File: config.mk
export PLATFORM = sky130hd
export DESIGN_NAME = float_alu_arbiter
export DESIGN_NICKNAME = d
export VERILOG_FILES = /design/src/rtl/float_alu_arbiter.sv
export SDC_FILE = /design/constraint.sdc
export NUM_CORES = 1
export LEC_CHECK = 0
export CORE_AREA = 2 2 320 322
export DETAILED_ROUTE_END_ITERATION = 8
export DIE_AREA = 0 0 322 324
export GPL_ROUTABILITY_DRIVEN = 0
export MAX_ROUTING_LAYER = met4
export PLACE_DENSITY = 0.46
export SKIP_LAST_GASP = 1
export SLEW_MARGIN = 15
export SYNTH_ARGS = -nofsm -noshare
export SYNTH_HDL_FRONTEND = slang
export SYNTH_SLANG_ARGS = --single-unit
File: constraint.sdc
create_clock -name clk -period 1.9 [get_ports clk]
set_input_delay 0.19 -clock clk [delete_from_list [all_inputs] [get_ports clk]]
set_output_delay 0.19 -clock clk [all_outputs]
set_load 0.01 [all_outputs]
File: src/rtl/float_alu_arbiter.sv
// float_alu_arbiter: round-robin front-end sharing one combinational FloatALU among NREQ requesters.
// Define FALU_ARB_OPCHECK_EN to reject opcodes 14/15 with resp_err instead of executing them.
module float_alu_arbiter #(
  parameter int NREQ = 4,
  parameter int ALU_LAT = 1,
  localparam int IW = $clog2(NREQ)
) (
  input  logic               clk,
  input  logic               reset_n,
  input  logic [NREQ-1:0]    req_valid,
  input  logic [4*NREQ-1:0]  req_op,
  input  logic [64*NREQ-1:0] req_r,
  input  logic [64*NREQ-1:0] req_s,
  output logic [NREQ-1:0]    req_ready,
  output logic [3:0]         alu_op,
  output logic [63:0]        alu_r,
  output logic [63:0]        alu_s,
  input  logic [63:0]        alu_y,
  input  logic [5:0]         alu_status,
  output logic               resp_valid,
  input  logic               resp_ready,
  output logic [IW-1:0]      resp_id,
  output logic [63:0]        resp_y,
  output logic [5:0]         resp_status,
  output logic               resp_err,
  output logic               busy
);
  typedef enum logic [1:0] {S_IDLE, S_EXEC, S_RESP} state_t;
  state_t r_state, w_next;
  logic [IW-1:0] r_ptr, w_gid, w_idx;
  logic [3:0] r_cnt;
  logic w_any, w_bad, w_acc;
  logic [3:0] w_op;
  logic [63:0] w_r, w_s;
  // Scan downward so the last hit is the first valid requester at or after r_ptr.
  always_comb begin
    w_any = 1'b0;
    w_gid = '0;
    w_idx = '0;
    for (int k = NREQ - 1; k >= 0; k--) begin
      w_idx = IW'((int'(r_ptr) + k) % NREQ);
      if (req_valid[w_idx]) begin
        w_any = 1'b1;
        w_gid = w_idx;
      end
    end
  end
  assign w_acc = (r_state == S_IDLE) && w_any;
  assign req_ready = w_acc ? {{(NREQ-1){1'b0}}, 1'b1} << w_gid : '0;
  assign w_op = req_op[w_gid*4 +: 4];
  assign w_r = req_r[w_gid*64 +: 64];
  assign w_s = req_s[w_gid*64 +: 64];
`ifdef FALU_ARB_OPCHECK_EN
  assign w_bad = w_op[3:1] == 3'b111;
`else
  assign w_bad = 1'b0;
`endif
  assign resp_valid = r_state == S_RESP;
  assign busy = r_state != S_IDLE;
  always_comb begin
    w_next = r_state;
    case (r_state)
      S_IDLE: if (w_any) w_next = w_bad ? S_RESP : S_EXEC;
      S_EXEC: if (r_cnt == 4'd1) w_next = S_RESP;
      S_RESP: if (resp_ready) w_next = S_IDLE;
      default: w_next = S_IDLE;
    endcase
  end
  always_ff @(posedge clk or negedge reset_n)
    if (!reset_n) r_state <= S_IDLE;
    else r_state <= w_next;
  always_ff @(posedge clk or negedge reset_n) begin
    if (!reset_n) begin
      r_ptr <= '0;
      r_cnt <= '0;
      alu_op <= 4'd12;
      alu_r <= '0;
      alu_s <= '0;
      resp_id <= '0;
      resp_y <= '0;
      resp_status <= '0;
      resp_err <= 1'b0;
    end else begin
      if (w_acc) begin
        resp_id <= w_gid;
        resp_err <= w_bad;
        if (w_bad) begin
          resp_y <= '0;
          resp_status <= '0;
        end else begin
          alu_op <= w_op;
          alu_r <= w_r;
          alu_s <= w_s;
          r_cnt <= 4'(ALU_LAT);
        end
      end
      if (r_state == S_EXEC) begin
        r_cnt <= r_cnt - 4'd1;
        if (r_cnt == 4'd1) begin
          resp_y <= alu_y;
          resp_status <= alu_status;
        end
      end
      if (resp_valid && resp_ready) r_ptr <= (resp_id == IW'(NREQ - 1)) ? '0 : resp_id + 1'b1;
    end
  end
endmodule
==> metrics.cfg, run 1 <==
[min_path]
hold_class=in2async

[timing]
drv_slew=0
hold_violations=0
final.period_utilization=1.24
worst_pin_slew_ns=0.993
skew_ns=0.0214
max_freq_mhz=426
setup_viol=136
slew_headroom=0.336
timing.setup.tns_ns=-33.50
setup_ws_ns=-0.447
rsz0062_at_grt=yes
layout_min_cycle_time_ns=2.35
timing.hold.ws_ns=0.164

[global_routing]
grtUsageTotal=0.164
grtUsageMet2=0.286
first_global_vias=14800
grt_max_degree=68
grt_pass1_wl_mm=117
met1_usage=0.191
met3_usage=0.0333
overflow=0
top_usage_layer=met2
antenna_found_initial=14

[clock_network]
clock-sinks=212
cts.clk_slew.worst_paths_ns=0.06
tritoncts=yes
cts_buffers=30
cts_buffer_depth=3
htreeDepth=1
cts_root_buf=clkbuf_16
worstSkewPairLatency_ns=0.61

[critical_path]
critPathKind=reg2out
cp.arrival_ns=2.16
critical_path_required_ns=1.71
startpoint=r_ptr[1]
r2r_cells=11
rr_startpoint=r_ptr[1]
reg2reg_to=alu_r[19]
endpoint_kind=primary output
cp-start-kind=flop
crit_fanout=4
r2r_slack_ns=-0.39

[placed_design]
place_inst=3370
dpl.hpwl_mm=60.7
place_ws_ns=-0.873
io_buffers=814
placed_area_sq_mm=0.0227

[floorplan]
dieArea_sq_mm=0.104
dieHeight_microns=324
core_area_sq_mm=0.101
start_util=0.120
io_pins=816
rows=117
die-width_microns=322

[yosys]
synth_warnings=0
postSynthAreaPerCell_sq_um=9.66
synthCells=1256
synth_seq_cells=212
synthFlopType=dfrtp_1
yosysUniqueCellTypes=39
synth_nets=1864
ys_seq_area_frac=0.438
netlist_area_sq_mm=0.0121
synthArstFlopShare=1.00
synth-edff-count=0

[power_and_ir_drop]
power_mw=37.6
p_seq_frac=0.213
total_leakage_power_nw=10.8
ir_worst_vdd_uv=681
clock_power_share=0.156
pwr_density_cell_mw_per_mm2=1390
p_sw_frac=0.388
power.switching_mw=14.6
pwr-share-comb=0.631
p_int_mw=23.0

[final_layout]
mostFrequentLayoutCell=clkdlybuf4s50_1
fillers=10800
instances_no_fill=3531
finish.instance_area_sq_mm=0.0271
fin_util=0.268
layout_common_cells=clkdlybuf4s50_1 (794), dfrtp_1 (209), nand2_1 (140), o211ai_1 (132), a21o_1 (131)
drive_gt1_frac=0.250
area_delta_synth_final_pct=123
nets=2797

[route]
num_vias=14000
vias_per_cell=3.97
drc=0
ant_nets=0
dr.pass1.iters=4
wl_per_cell_microns=25.0
drt_wl_total_mm=88.4
drt_iter0_markers=572

[run_status]
status=finished, violations left
violations=negative setup slack

[job]
cap_violations=0

-- timing repair --
action | 4_1_cts | 5_1_grt
gates resized for setup | 471 | 100
cloned | 40 | 7
endpoints found under the hold margin | 212 | 0
pin swaps | 275 | 63
buffers inserted | 57 | 7
endpoints found under the setup margin | 151 | 138
hold buffers | 3 | 0
-- worst max path at each step --
stage | endpoint | depth (start not counted)
after detailed placement | req_ready[2] | 9
after floorplan | req_ready[1] | 6
after global routing | req_ready[3] | 7
after CTS | req_ready[2] | 8
after global placement | req_ready[2] | 9
final | req_ready[3] | 7
-- Yosys cell counts (2+ instances only) --
cell      count  area, sq um
a21o_1      133          998
a21oi_1       2         10.0
buf_1         9         33.8
buf_2        34          170
buf_4         4         30.0
clkbuf_1     71          267
clkbuf_4      5         37.5
dfrtp_1     210         5260
dfstp_2       2         52.6
ha_1          3         37.5
inv_1         4         15.0
mux2_2       71          800
mux2i_1     133         1330
nand2_1     142          533
nand2_2       2         12.5
nand2b_1      4         25.0
nand3_1     132          661
nor2_1        8         30.0
nor3_1        3         15.0
o211ai_1    132          991
o21ai_0     133          666
xor2_1        2         17.5
-- area by class of cell --
type / count / area [sq um] / area share
clock buffers: 45 / 907 / 0.0335
well taps: 1309 / 1640 / 0.0605
diodes: 10 / 25.0 / 0.000924
repair buffers: 1024 / 11600 / 0.428
multi-input cells: 917 / 7510 / 0.277
clock inverters: 10 / 92.6 / 0.00342
inverters: 4 / 15.0 / 0.000555
flip-flops and latches: 212 / 5310 / 0.196
-- power groups by stage --
stage	logic (mW)	registers [mW]	clock network (mW)
after floorplan	6.58	8.90	0
after global placement	18.0	8.01	0
after detailed placement	18.0	8.04	0
after CTS	23.9	8.02	6.14
after global routing	25.2	8.29	6.29
final	23.7	8.02	5.88
-- state kept, by name, indices dropped and copies added, names as in the netlist --
signal / flops
resp_id: 2
resp_y: 64
alu_s: 64
alu_op: 4
resp_status: 6
r_ptr: 2
r_state: 2
alu_r: 64
r_cnt: 4
-- routing by layer --
metal	wire [microns]	part of all wire
met1	36100	0.41
met2	44600	0.50
met3	5450	0.062
met4	2290	0.026
met5	0	0
-- worst max-delay path: stages, from the launching register on --
cell and delay [ns]:
dfrtp_1 0.42, buf_6 0.14, and3b_2 0.23, a31o_4 0.23
nor2_4 0.10, buf_6 0.10, and3_4 0.18, buf_6 0.13
-- cell families (layout without fill, tap and decap cells) --
kind of cell / after synthesis / after routing / synth area share
simple gates: 298 / 298 / 0.109
other cells: 1 / 11 / 0.000309
xor+xnor: 2 / 2 / 0.00144
compound gates: 409 / 409 / 0.227
flops: 212 / 212 / 0.438
fa+ha+maj: 3 / 3 / 0.00309
buf+inv: 127 / 1083 / 0.0456
mux: 204 / 204 / 0.176
Note: power is estimated with default switching activity, not from simulation.
==> run 2, diff against run 1 <==
--- a/config.mk
+++ b/config.mk
@@ -11,7 +11,6 @@
 export GPL_ROUTABILITY_DRIVEN = 0
 export MAX_ROUTING_LAYER = met4
 export PLACE_DENSITY = 0.46
-export SKIP_LAST_GASP = 1
 export SLEW_MARGIN = 15
 export SYNTH_ARGS = -nofsm -noshare
 export SYNTH_HDL_FRONTEND = slang
==> run 2 against run 1 <==
Effect of this change: the flow still finishes with violations (negative setup slack); global-route usage hardly changed; largest power group unchanged; critical path depth stayed put; largest cell class unchanged; register-to-register slack worse by 0.03 ns.
==> metrics.cfg, run 2 (synthesized netlist as in run 1, its figures left out) <==
[run_status]
status=finished, violations left  ; unchanged
violations=negative setup slack  ; unchanged

[route]
drt_iter0_markers=594  ; was 572
vias_per_cell=3.97  ; about the same
ant_nets=0  ; unchanged
num_vias=14000  ; about the same
met1_length_mm=35.7  ; was 36.1 mm
wl_met2_mm=44.5  ; was 44.6 mm
wl_met3_mm=5.35  ; was 5.45 mm
dr.pass1.iters=5  ; was 4
routed.top_layer=met4  ; unchanged
drc=0  ; unchanged
drt_wl_total_mm=87.4  ; was 88.4 mm
wl_per_cell_microns=24.8  ; was 25.0 microns

[power_and_ir_drop]
ir_worst_vdd_uv=684  ; was 681 uV
pwr_density_cell_mw_per_mm2=1390  ; about the same
total_leakage_power_nw=10.7  ; was 10.8 nW

[floorplan]
dieArea_sq_mm=0.104  ; unchanged
start_util=0.120  ; unchanged
rows=117  ; unchanged
die-width_microns=322  ; unchanged
dieHeight_microns=324  ; unchanged
core_area_sq_mm=0.101  ; unchanged
io_pins=816  ; unchanged

[clock_network]
worstSkewPairLatency_ns=0.61  ; about the same
cts_buffers=30  ; unchanged
cts.clk_slew.worst_paths_ns=0.06  ; about the same
cts_root_buf=clkbuf_16  ; unchanged
clock-sinks=212  ; unchanged
htreeDepth=1  ; unchanged
cts_buffer_depth=3  ; unchanged
tritoncts=yes  ; unchanged

[critical_path]
crit_fanout=4  ; unchanged
critical_path_required_ns=1.71  ; about the same
cp.arrival_ns=2.15  ; was 2.16 ns
endpoint_kind=primary output  ; unchanged
critPathKind=reg2out  ; unchanged
cp-start-kind=flop  ; unchanged

[final_layout]
nets=2787  ; was 2797
multiInputGateArea_sq_mm=0.00751  ; about the same
mostFrequentLayoutCell=clkdlybuf4s50_1  ; unchanged
finish.instance_area_sq_mm=0.0269  ; was 0.0271 sq mm
layout_common_cells=clkdlybuf4s50_1 (794), dfrtp_1 (209), nand2_1 (140), o211ai_1 (132), a21o_1 (131)  ; unchanged
area_delta_synth_final_pct=122  ; was 123%
ff_latch_area_sq_mm=0.00531  ; unchanged
drive_gt1_frac=0.246  ; was 0.250
fin_util=0.266  ; was 0.268
fillers=10800  ; about the same
reg_top3=alu_r (64), alu_s (64), resp_y (64)  ; unchanged

[global_routing]
antenna_found_initial=15  ; was 14
grt_max_degree=68  ; unchanged
grt_pass1_wl_mm=117  ; about the same
overflow=0  ; unchanged
grtUsageTotal=0.164  ; about the same
first_global_vias=14900  ; was 14.8k

[timing]
hold_violations=0  ; unchanged
setup_viol=136  ; unchanged
slew_headroom=0.321  ; was 0.336
worst_pin_slew_ns=1.01  ; was 0.993 ns
setup_ws_ns=-0.444  ; was -0.447 ns
skew_ns=0.0193  ; was 0.0214 ns
max_freq_mhz=427  ; was 426 MHz
layout_min_cycle_time_ns=2.34  ; was 2.35 ns
final.period_utilization=1.23  ; was 1.24
drv_slew=0  ; unchanged
rsz0062_at_grt=yes  ; unchanged

[placed_design]
io_buffers=814  ; unchanged
placed_area_sq_mm=0.0227  ; unchanged
dpl.hpwl_mm=60.7  ; unchanged

[job]
cap_violations=0  ; unchanged

[min_path]
hold_class=in2async  ; unchanged

-- run 2: cell types whose count changed in the layout (fill, tap and decap cells not counted), moves of 4 or more --
cell,delta
buf_12,-4
clkbuf_16,-4
mux2i_1,+9
mux2i_2,-8
o21ai_1,-5
o21ai_2,+4
-- run 2: repair_timing --
item / in CTS / in global routing
setup endpoints to repair: 151 / 138
hold buffers: 3 / 0
setup buffers: 57 / 4
endpoints found under the hold margin: 212 / 0
pin swaps: 285 / 45
resized for setup: 502 / 68
gates cloned: 40 / 2
-- run 2: cell type report --
class,instances,share of cell area
clock buffers,45,0.0337
diodes,10,0.000930
repair buffers,1014,0.424
multi-input cells,917,0.279
well taps,1309,0.0608
flip-flops and latches,212,0.197
clock inverters,10,0.00344
inverters,4,0.000558
-- run 2: worst max-delay path, cell delays in order, from the launching register on --
cell,delay (ns)
dfrtp_1,0.42
buf_6,0.14
and3b_2,0.23
a31o_4,0.23
nor2_4,0.10
buf_6,0.10
and3_4,0.18
buf_6,0.13
-- run 2: layer usage --
| layer | track usage | vias to the layer above |
|---|---|---|
| met2 | 0.288 | 567 |
| met4 | 0.0391 | 0 |
| li1 | - | 6510 |
| met1 | 0.190 | 6818 |
| met5 | - | - |
| met3 | 0.0343 | 90 |
-- run 2: where the power goes --
group	switching [mW]	leakage [nW]	internal [mW]
registers	1.25	2.58	6.77
clock network	2.47	0.496	3.41
logic	10.8	7.64	12.7
-- run 2: worst paths after layout --
kind / startpoint / end / slack, ns / cells after the start
max: r_ptr[1] / req_ready[3] / -0.44 / 7
min: reset_n / alu_r[51] / 0.17 / 3
max reg2reg: r_ptr[1] / alu_r[23] / -0.42 / 11
min reg2reg: alu_r[38] / alu_r[38] / 0.50 / 2
max in group asynchronous: reset_n / r_cnt[0] / 0.32 / 3
min in group clk: alu_y[28] / resp_y[28] / 0.18 / 2
-- run 2: per-stage QoR --
stage / hold slack [ns] / TNS, ns / instances / setup slack [ns] / total power, mW
global placement: 0.0675 / -72.44 / 3370 / -0.893 / 26.0
floorplan: -0.106 / 0 / 1256 / 0.0696 / 15.5
finish: 0.167 / -37.00 / 3521 / -0.444 / 37.3
detailed placement: 0.0688 / -75.16 / 3370 / -0.873 / 26.0
global route: 0.146 / -47.53 / 3521 / -0.532 / 39.5
CTS: 0.110 / -48.70 / 3518 / -0.534 / 38.2
==> RTL change 1, RTL diff (settings of run 2) <==
Set the parameter `NREQ` to 2 (it was 4).
--- a/src/rtl/float_alu_arbiter.sv
+++ b/src/rtl/float_alu_arbiter.sv
@@ -1,7 +1,7 @@
 // float_alu_arbiter: round-robin front-end sharing one combinational FloatALU among NREQ requesters.
 // Define FALU_ARB_OPCHECK_EN to reject opcodes 14/15 with resp_err instead of executing them.
 module float_alu_arbiter #(
-  parameter int NREQ = 4,
+  parameter int NREQ = 2,
   parameter int ALU_LAT = 1,
   localparam int IW = $clog2(NREQ)
 ) (
Interface: changed (6 resized); port bits go from 816 to 547. No check against the original RTL was run, so the function may have changed too.
==> RTL change 1 against run 2 <==
Power fell by 29%. Wire length fell by 54%. Area after synthesis fell by 26%. Setup slack improved by 0.53 ns. Design area fell by 36%. Sequential cell count fell by 2. Largest cell class unchanged. Critical path depth fell by 6. Clock skew rose by 0.0014 ns.
==> RTL change 1: results (changes against run 2) <==
Worst setup path
  • RR Startpoint: r_ptr$_DFFE_PN0P_ (was r_ptr[1]$_DFFE_PN0P_)
  • CP max-delay cell: clkdlybuf4s50_1 (was dfrtp_1)
  • Reg2Reg Depth: 6 (was 11)

Pwr
  • Switch share: 0.334 (was 0.388)
  • Comb power frac: 0.488 (was 0.628)
  • Switching pwr: 8890 uW (was 14500 uW)

Timing
  • Clock skew: 0.0206 ns (was 0.0193 ns)
  • Hold WS: 0.131 ns (was 0.167 ns)

Placement
  • Placed inst area: 0.0162 mm^2 (was 0.0227 mm^2)
  • HPWL after DPL: 29900 um (was 60700 um)
  • IO buf count: 545 (was 814)

Global route
  • GRT Total Usage: 0.0748 (was 0.164)
  • First-pass GRT wire length: 57300 um (was 117000 um)

Cells and area
  • Proportion of layout cells with a drive suffix above 1: 0.146 (was 0.246)
  • Nets: 1541 (was 2787)

Synth
  • Synth Area in XOR/XNOR: 0.00194 (was 0.00144)
  • Post-synthesis mux area share: 0.0923 (was 0.176)
  • Post-synthesis sequential area ratio: 0.582 (was 0.438)
  • Post-synth top cells: dfrtp_1 (208), a221o_1 (132), o21a_1 (132), mux2_2 (61), buf_2 (28) (was dfrtp_1 (210), nand2_1 (142), a21o_1 (133), mux2i_1 (133), o21ai_0 (133))

CTS
  • Worst skew pair latency: 0.59 ns (was 0.61 ns)
  • TritonCTS Buffers: 29 (was 30)
  • Setup bufs post-CTS: 3 (was 57)
  • Hold buffers post-CTS: 1 (was 3)

Detailed routing
  • 1st-iter DRT viols: 340 (was 594)
  • Routed met1 length: 15600 um (was 35700 um)

Outcome
  • Outcome: finished clean (was finished with violations)
[RTL change 1: cell types whose count changed in the layout (fill, tap and decap cells not counted), moves of 45 or more]
cell	before	now
clkdlybuf4s50_1	794	536
nand2_1	140	3
a221o_1	0	132
o211ai_1	132	0
nand3_2	55	0
mux2i_1	107	0
o21a_1	0	132
o21ai_2	97	0
a21o_1	131	0
buf_16	45	0
nand3_1	72	0
[RTL change 1: worst max-delay path by stage]
stage	to	slack [ns]	cells after the start
finish	alu_r[13]	0.09	1
global route	req_ready[1]	0.005	3
CTS	req_ready[1]	0.007	3
detailed placement	alu_s[23]$_DFFE_PN0P_	-0.18	5
global placement	alu_r[21]$_DFFE_PN0P_	-0.20	5
floorplan	resp_y[54]$_DFFE_PN0P_	0.32	7
[RTL change 1: cell type report]
class                      count  area (um^2)
clock inverter                16          153
multi-input combinational    365         3360
inverter                       5         31.3
timing repair buffer         589         5960
sequential                   210         5260
clock buffer                  36          802
fill                       11108        83800
tap                         1309         1640
==> RTL change 2, RTL diff (settings of run 2) <==
Without the edit above. Reset style: synchronous (`reset_n`), changed in 2 clocked blocks.
--- a/src/rtl/float_alu_arbiter.sv
+++ b/src/rtl/float_alu_arbiter.sv
@@ -66,10 +66,10 @@
       default: w_next = S_IDLE;
     endcase
   end
-  always_ff @(posedge clk or negedge reset_n)
+  always_ff @(posedge clk)
     if (!reset_n) r_state <= S_IDLE;
     else r_state <= w_next;
-  always_ff @(posedge clk or negedge reset_n) begin
+  always_ff @(posedge clk) begin
     if (!reset_n) begin
       r_ptr <= '0;
       r_cnt <= '0;
Check against the original RTL: not settled (the Yosys comparison gave no result); the edit may change what the design does.
==> RTL change 2 against run 2 <==
The run still ends with setup timing left. Wire length down 19%. Sequential share of layout area fell by 1.6 points. Final cell count decreased by 4.3%. Sequential cell count is the same. Area after synthesis shrank 13%. Global-route usage shrank 3.6 points. Design area shrank 13%. Maximum frequency grew 14%. Clock skew is 0.0061 ns lower. Setup slack improved by 0.29 ns. Via count down 13%. Largest cell class unchanged.
Power is not compared: it rests on default switching activity, and its combinational part moved more than twofold at a synthesized area within 25%.
==> RTL change 2: results (changes against run 2) <==
Outcome
  • Outcome: finished with violations (unchanged)
  • Failing checks: setup timing (unchanged)

Placement
  • Placed Cells: 3246 (was 3370)
  • Placed inst area: 0.0208 mm^2 (was 0.0227 mm^2)

CTS
  • TritonCTS Buffers: 31 (was 30)
  • PostCTS Resize Cnt: 112 (was 502)

Global route
  • Pin count of the biggest net entering global routing: 54 (was 68)
  • Vias in the first global route: 12691 (was 14860)

Timing
  • Final worst setup slack: -0.151 ns (was -0.444 ns)
  • Headroom to the max-slew limit: 0.651 (was 0.321)
  • Final Setup Violations: 128 (was 136)

Worst setup path
  • Critical path capture point type: flip-flop (was primary output)
  • CP max-delay cell: dfxtp_2 (was dfrtp_1)
  • Crit path from: r_ptr[1]$_SDFFE_PN0P_ (was r_ptr[1]$_DFFE_PN0P_)
  • R2r endpoint: alu_s[25]$_SDFFE_PN0P_ (was alu_r[23]$_DFFE_PN0P_)
  • Critical path peak fanout: 6 (was 4)
  • Arr. time, crit path: 2.57 ns (was 2.15 ns)

Detailed routing
  • Drt first pass iters: 4 (was 5)
  • 1st-iter DRT viols: 402 (was 594)
  • Drt total wl: 70600 um (was 87400 um)

Synth
  • Syn Inst Count: 1119 (was 1256)
  • Post-synthesis sequential area ratio: 0.403 (was 0.438)
  • Post-synth top cells: nand2_1 (274), mux2i_1 (263), dfxtp_1 (212), o221ai_1 (130), a21oi_1 (80) (was dfrtp_1 (210), nand2_1 (142), a21o_1 (133), mux2i_1 (133), o21ai_0 (133))
  • Synth top area cells: dfxtp_1 (40%), mux2i_1 (25%), o221ai_1 (11%) (was dfrtp_1 (43%), mux2i_1 (11%), a21o_1 (8.2%))
  • Syn_nets: 1727 (was 1864)
  • Compound-gate portion of the synthesized area: 0.159 (was 0.227)
  • Post-synthesis mux area share: 0.250 (was 0.176)

Cells and area
  • Nets: 2622 (was 2787)
  • Proportion of layout cells with a drive suffix above 1: 0.145 (was 0.246)
RTL change 2: report_power, final:
| part | internal, uW | switching [uW] |
|---|---|---|
| clock | 3680 | 2450 |
| combinational | 3320 | 2370 |
| sequential | 4980 | 341 |
RTL change 2: area by class of cell:
class	instances	area (um^2)	area share
timing repair buffer	962	10200	0.436
multi-input combinational	802	6190	0.264
sequential	212	4250	0.181
tap	1309	1640	0.0699
clock buffer	44	935	0.0399
clock inverter	13	138	0.00587
antenna	22	55.1	0.00235
inverter	5	20.0	0.000854
RTL change 2: metrics by stage:
stage | TNS [ns] | hold slack (ns) | total power, uW
2_1_floorplan | 0 | 0.326 | 7210
4_1_cts | -4.14 | 0.0680 | 17300
6_report | -11.10 | 0.125 | 17100
5_1_grt | -21.95 | 0.102 | 18000
3_3_place_gp | -40.96 | 0.441 | 10600
3_5_place_dp | -41.71 | 0.446 | 10600
RTL change 2: routing by layer:
metal	global-route usage	wire length (um)
met3	0.0616	7750
met2	0.227	35700
met4	0.0254	1300
met5	-	0
met1	0.126	25800
